$ cat config.mk
export PLATFORM = sky130hd
export DESIGN_NAME = uart_tx_feeder
export DESIGN_NICKNAME = d
export VERILOG_FILES = /design/src/rtl/uart_pkg.sv /design/src/rtl/uart_sync_fifo.sv /design/src/rtl/uart_tx_feeder.sv
export SDC_FILE = /design/constraint.sdc
export NUM_CORES = 1
export LEC_CHECK = 0
export CAP_MARGIN = 10
export CORE_MARGIN = 2
export CORE_UTILIZATION = 44
export CTS_CLUSTER_DIAMETER = 60
export DETAILED_ROUTE_END_ITERATION = 6
export DONT_BUFFER_PORTS = 1
export GPL_ROUTABILITY_DRIVEN = 0
export PLACE_DENSITY = 0.7
export SYNTH_ARGS = -nofsm -noshare
export SYNTH_HDL_FRONTEND = slang
export SYNTH_SLANG_ARGS = --single-unit
$ cat constraint.sdc
create_clock -name clk -period 3.9 [get_ports clk]
set_clock_uncertainty 0.2 [all_clocks]
set_input_delay 0.78 -clock clk [delete_from_list [all_inputs] [get_ports clk]]
set_output_delay 0.78 -clock clk [all_outputs]
set_load 0.01 [all_outputs]
$ cat src/rtl/uart_pkg.sv
// Shared types and constants for the UART transmit/receive support blocks.
package uart_pkg;

  localparam int UART_BYTE_W = 8;

  typedef enum logic [1:0] {
    IDLE = 2'd0,
    REQ  = 2'd1,
    BUSY = 2'd2
  } feeder_state_t;

  // Even parity of one byte; lets the RX side share the same helper.
  function automatic logic byte_parity(input logic [UART_BYTE_W-1:0] b);
    return ^b;
  endfunction

endpackage

$ cat src/rtl/uart_sync_fifo.sv
// Single-clock FIFO with synchronous flush; dout always shows the head entry.
module uart_sync_fifo
  import uart_pkg::*;
#(
  parameter int DEPTH = 16,
  parameter int WIDTH = UART_BYTE_W,
  localparam int AW   = $clog2(DEPTH)
) (
  input  logic             clk,
  input  logic             reset_n,
  input  logic             wr_en,
  input  logic [WIDTH-1:0] wr_data,
  input  logic             pop,
  input  logic             flush,
  output logic [WIDTH-1:0] dout,
  output logic [AW:0]      count,
  output logic             full,
  output logic             empty
);

  logic [WIDTH-1:0] mem_r [DEPTH];
  logic [AW-1:0]    wr_ptr_r;
  logic [AW-1:0]    rd_ptr_r;
  logic [AW:0]      count_r;
  logic             push_s;
  logic             pop_s;
  logic             full_s;
  logic             empty_s;

  assign full_s  = (count_r == (AW+1)'(DEPTH));
  assign empty_s = (count_r == {(AW+1){1'b0}});
  // A flush in the same cycle discards the incoming write.
  assign push_s  = wr_en && !full_s && !flush;
  assign pop_s   = pop && !empty_s;

  // Storage write port; contents are deliberately left unreset.
  always_ff @(posedge clk) begin
    if (push_s) begin
      mem_r[wr_ptr_r] <= wr_data;
    end
  end

  // Pointer and occupancy bookkeeping.
  always_ff @(posedge clk or negedge reset_n) begin
    if (!reset_n) begin
      wr_ptr_r <= {AW{1'b0}};
      rd_ptr_r <= {AW{1'b0}};
      count_r  <= {(AW+1){1'b0}};
    end else if (flush) begin
      wr_ptr_r <= {AW{1'b0}};
      rd_ptr_r <= {AW{1'b0}};
      count_r  <= {(AW+1){1'b0}};
    end else begin
      if (push_s) begin
        wr_ptr_r <= wr_ptr_r + {{(AW-1){1'b0}}, 1'b1};
      end
      if (pop_s) begin
        rd_ptr_r <= rd_ptr_r + {{(AW-1){1'b0}}, 1'b1};
      end
      case ({push_s, pop_s})
        2'b10:   count_r <= count_r + {{AW{1'b0}}, 1'b1};
        2'b01:   count_r <= count_r - {{AW{1'b0}}, 1'b1};
        default: count_r <= count_r;
      endcase
    end
  end

  assign dout  = mem_r[rd_ptr_r];
  assign count = count_r;
  assign full  = full_s;
  assign empty = empty_s;

endmodule

$ cat src/rtl/uart_tx_feeder.sv
// Byte buffer in front of the uart core: queues host bytes and launches them
// one at a time, handshaking on the core's tx_done idle level.
module uart_tx_feeder
  import uart_pkg::*;
#(
  parameter int DEPTH = 16,
  localparam int AW   = $clog2(DEPTH)
) (
  input  logic                   clk,
  input  logic                   reset_n,
  input  logic [UART_BYTE_W-1:0] wr_data,
  input  logic                   wr_valid,
  output logic                   wr_ready,
  input  logic                   flush,
  output logic [UART_BYTE_W-1:0] tx_data,
  output logic                   start_tx,
  input  logic                   tx_done,
  output logic [AW:0]            count,
  output logic                   empty,
  output logic                   busy,
  output logic                   byte_sent
);

  feeder_state_t          state_r;
  feeder_state_t          state_next_s;
  logic [UART_BYTE_W-1:0] head_s;
  logic [UART_BYTE_W-1:0] tx_data_r;
  logic                   start_tx_r;
  logic                   busy_r;
  logic                   byte_sent_r;
  logic                   pop_s;
  logic                   frame_end_s;
  logic                   full_s;
  logic                   empty_s;

  uart_sync_fifo #(
    .DEPTH (DEPTH),
    .WIDTH (UART_BYTE_W)
  ) u_fifo (
    .clk     (clk),
    .reset_n (reset_n),
    .wr_en   (wr_valid),
    .wr_data (wr_data),
    .pop     (pop_s),
    .flush   (flush),
    .dout    (head_s),
    .count   (count),
    .full    (full_s),
    .empty   (empty_s)
  );

  // Launch sequencing: pop in IDLE, wait for the core to leave idle, then
  // wait for it to return to idle.
  always_comb begin
    state_next_s = state_r;
    pop_s        = 1'b0;
    frame_end_s  = 1'b0;
    case (state_r)
      IDLE: begin
        if (!empty_s) begin
          pop_s        = 1'b1;
          state_next_s = REQ;
        end else begin
          state_next_s = IDLE;
        end
      end
      REQ: begin
        if (!tx_done) begin
          state_next_s = BUSY;
        end else begin
          state_next_s = REQ;
        end
      end
      BUSY: begin
        if (tx_done) begin
          frame_end_s  = 1'b1;
          state_next_s = IDLE;
        end else begin
          state_next_s = BUSY;
        end
      end
      default: begin
        state_next_s = IDLE;
      end
    endcase
  end

  // State and output registers; outputs are decoded from the next state so
  // they line up with the state register without any path from tx_done.
  always_ff @(posedge clk or negedge reset_n) begin
    if (!reset_n) begin
      state_r     <= IDLE;
      tx_data_r   <= {UART_BYTE_W{1'b0}};
      start_tx_r  <= 1'b0;
      busy_r      <= 1'b0;
      byte_sent_r <= 1'b0;
    end else begin
      state_r     <= state_next_s;
      start_tx_r  <= (state_next_s == REQ);
      busy_r      <= (state_next_s != IDLE);
      byte_sent_r <= frame_end_s;
      // The core shifts tx_data bit by bit, so it only changes on a pop.
      if (pop_s) begin
        tx_data_r <= head_s;
      end else begin
        tx_data_r <= tx_data_r;
      end
    end
  end

  assign wr_ready  = !full_s;
  assign empty     = empty_s;
  assign tx_data   = tx_data_r;
  assign start_tx  = start_tx_r;
  assign busy      = busy_r;
  assign byte_sent = byte_sent_r;

endmodule

==> results.sh <==
export IMPL_slew_headroom_pct=25.7
export IMPL_slew_viol_final=0
export IMPL_io_buffers=0
export IMPL_r2r_cells=9
export IMPL_syn_nets=359
export IMPL_status="finished clean"
export IMPL_crit_fanout=9
export IMPL_fin_crit_sh_pct=87.2
export IMPL_startpoint="u_fifo.count[2]"
export IMPL_p_leak_nw=2.30
export IMPL_grt_pass1_wl_um=17900
export IMPL_core_area_um2=13900
export IMPL_rsz0062_at_grt="false"
export IMPL_worstSetupPathType="flop to flop"
export IMPL_p_per_area_nw_per_um2=654
export IMPL_post_cts_buffers=0
export IMPL_first_pass_iters=4
export IMPL_finalSetupTns_ns=0
export IMPL_hold_viol=0
export IMPL_min_period_ns=3.40
export IMPL_grt_pass1_vias=3167
export IMPL_synth_seq_cells=154
export IMPL_synth_top_cell_area_share_pct=61.3
export IMPL_vias_per_cell=5.59
export IMPL_synth_area_um2=6270
export IMPL_antenna_left=0
export IMPL_antenna_cells=0
export IMPL_worstPathRequired_ns=4.01
export IMPL_synth_async_reset_ratio_pct=16.9
export IMPL_finalSetupViolCount=0
export IMPL_finalWirelength_um=11700
export IMPL_floorplan_initialDensity_pct=45.2
export IMPL_clock_latency_ns=0.42
export IMPL_numCtsBuffers=17
export IMPL_r2r_end="u_fifo.count[4]"
export IMPL_antenna_found_initial=0
export IMPL_yosysMostFrequentCell="edfxtp_1"
export IMPL_htreeDepth=4
export IMPL_netlist_instances=339
export IMPL_die_w_um=123
export IMPL_syn2layout_area_growth_pct=12.3
export IMPL_overflow=0
export IMPL_ys_types=50
export IMPL_clock_path_buffers=2
export IMPL_yosysWarnings=0
export IMPL_die_area_um2=15200
export IMPL_fp_row_count=43
export IMPL_tightest_slew_ns=1.11
export IMPL_wl_per_cell_um=21.6
export IMPL_num_fill_cells=1101
export IMPL_chipHeight_um=123
export IMPL_clk_pin_slew_worst_paths_ns=0.06
export IMPL_register_area_um2=4500
export IMPL_drt_iter0_markers=232
export IMPL_ios=31
export IMPL_rrSetupSlack_ns=0.50
export IMPL_power_mw=4.61
export IMPL_start_kind="flop"
export IMPL_fmax_mhz=294
export IMPL_cts_root_buffer="clkbuf_16"
export IMPL_synth_top_flop_cell="edfxtp_1"
export IMPL_synth_edff_count=128
export IMPL_slowest_stage="or4_4"
export IMPL_hpwl_um=7180
export IMPL_yosys_area_top_type="edfxtp_1"
export IMPL_drc=0
export IMPL_endpoint="u_fifo.count[4]"
export IMPL_cts_sink_count=154
export IMPL_placed_cell_area_um2=6450
export IMPL_cpPeakStageDelay_ns=0.63
export IMPL_ys_top_cells_by_area="edfxtp_1 (61%), mux4_2 (11%), dfrtp_1 (10%), mux2i_1 (2.6%), and2_1 (1.6%)"
export IMPL_peakVddDrop_v=0.000461
export IMPL_ys_seq_area_share_pct=71.7
export IMPL_hold_slack_ns=0.213
export IMPL_path_cells="or4_4, o21ai_2, nor2_1, xor2_1, ha_1, o31a_1, or4_1, and4b_1, a211o_1"
export IMPL_vias=3021
export IMPL_avgSynthCellArea_um2=18.5
export IMPL_drive_gt1_share_pct=19.4
export IMPL_grt_use_total_pct=16.8
export IMPL_hold_class="input pin to flop"
export IMPL_design_area_um2=7040
export IMPL_multiInputGateArea_um2=1690
export IMPL_crit_arrival_ns=3.51
export IMPL_drv_cap=0
export IMPL_nets=367
export IMPL_cts_tree="yes"
export IMPL_grt_start_max_net_pins=33
export IMPL_r2r_start="u_fifo.count[2]"
export IMPL_ys_top_cells_by_count="edfxtp_1 (128), mux4_2 (32), dfrtp_1 (26)"
export IMPL_crit_path_end_kind="flop"
## layout by cell type, fill, tap and decap left out, types with 3 or more instances in the layout
cell	instances
and2_1	16
dfrtp_1	25
a21oi_1	4
mux4_2	32
nand2b_1	4
edfxtp_1	128
o21ai_0	3
mux2i_1	16
xor2_1	6
inv_1	3
ha_1	7
clkbuf_16	17
buf_4	3
clkbuf_1	5
nor2_1	24
nand2_1	8
a221oi_1	8
## how the worst min path moves through the flow
stage | startpoint | end | slack [ns] | depth (start not counted)
after detailed placement | reset_n | u_fifo.count[3] | 0.28 | 0
after global placement | reset_n | u_fifo.count[0] | 0.28 | 0
after global routing | flush | u_fifo.rd_ptr_r[0] | 0.20 | 1
final | flush | u_fifo.rd_ptr_r[1] | 0.21 | 1
after floorplan | reset_n | busy | 0.28 | 0
after CTS | flush | u_fifo.rd_ptr_r[1] | 0.20 | 1
## final cells by class
class                           count  share of cell area (%)
Clock buffer                       22                    6.31
Clock inverter                     10                    1.67
Inverter                            3                   0.160
Multi-Input combinational cell    166                    24.0
Sequential cell                   154                    63.9
Tap cell                          180                    3.20
Timing Repair Buffer                5                   0.747
## through the flow
stage,instances,setup slack [ns],utilization (%)
3_5_place_dp,506,0.508,46.4
3_3_place_gp,506,0.604,46.4
4_1_cts,540,0.495,50.7
5_1_grt,540,0.360,50.7
2_1_floorplan,339,0.731,-
6_report,540,0.498,50.7
## layer usage
metal	vias up	share of wire, %	wire [um]	GRT usage (%)
li1	1373	-	-	-
met1	1557	41	4820	20.6
met2	77	50	5830	27.2
met3	14	7.5	879	6.32
met4	0	1.3	146	6.18
met5	-	0	0	0
## timing repair
action	4_1_cts	5_1_grt
resized for setup	0	0
setup endpoints to repair	0	0
hold buffers	2	0
endpoints found under the hold margin	26	0
## worst max-delay path: cells and delay by family (launching register included)
| family | cells | cell delay (ns) |
|---|---|---|
| and+or+nand+nor | 4 | 1.40 |
| AOI/OAI and AO/OA | 3 | 0.76 |
| DFF | 1 | 0.51 |
| adders and majority gates | 1 | 0.24 |
| xor gates and xnor gates | 1 | 0.16 |
## power breakdown
part | total (mW) | switching (mW) | internal, mW
clock | 1.57 | 0.629 | 0.943
combinational | 0.934 | 0.461 | 0.473
sequential | 2.10 | 0.202 | 1.90
total | 4.61 | 1.29 | 3.31
## registers in the layout, indices dropped and copies added (netlist names)
signal,flops
u_fifo.mem_r,128
tx_data,8
u_fifo.count,5
u_fifo.rd_ptr_r,4
u_fifo.wr_ptr_r,4
state_r,2
busy,1
byte_sent,1
start_tx,1
## cell families after synthesis
kind of cell | synth area share [%]
flops | 71.7
simple gates | 6.19
compound gates | 4.07
xor+xnor | 1.12
fa+ha+maj | 1.40
mux | 14.2
buf+inv | 1.34
Power figures use the tool's default switching activity.
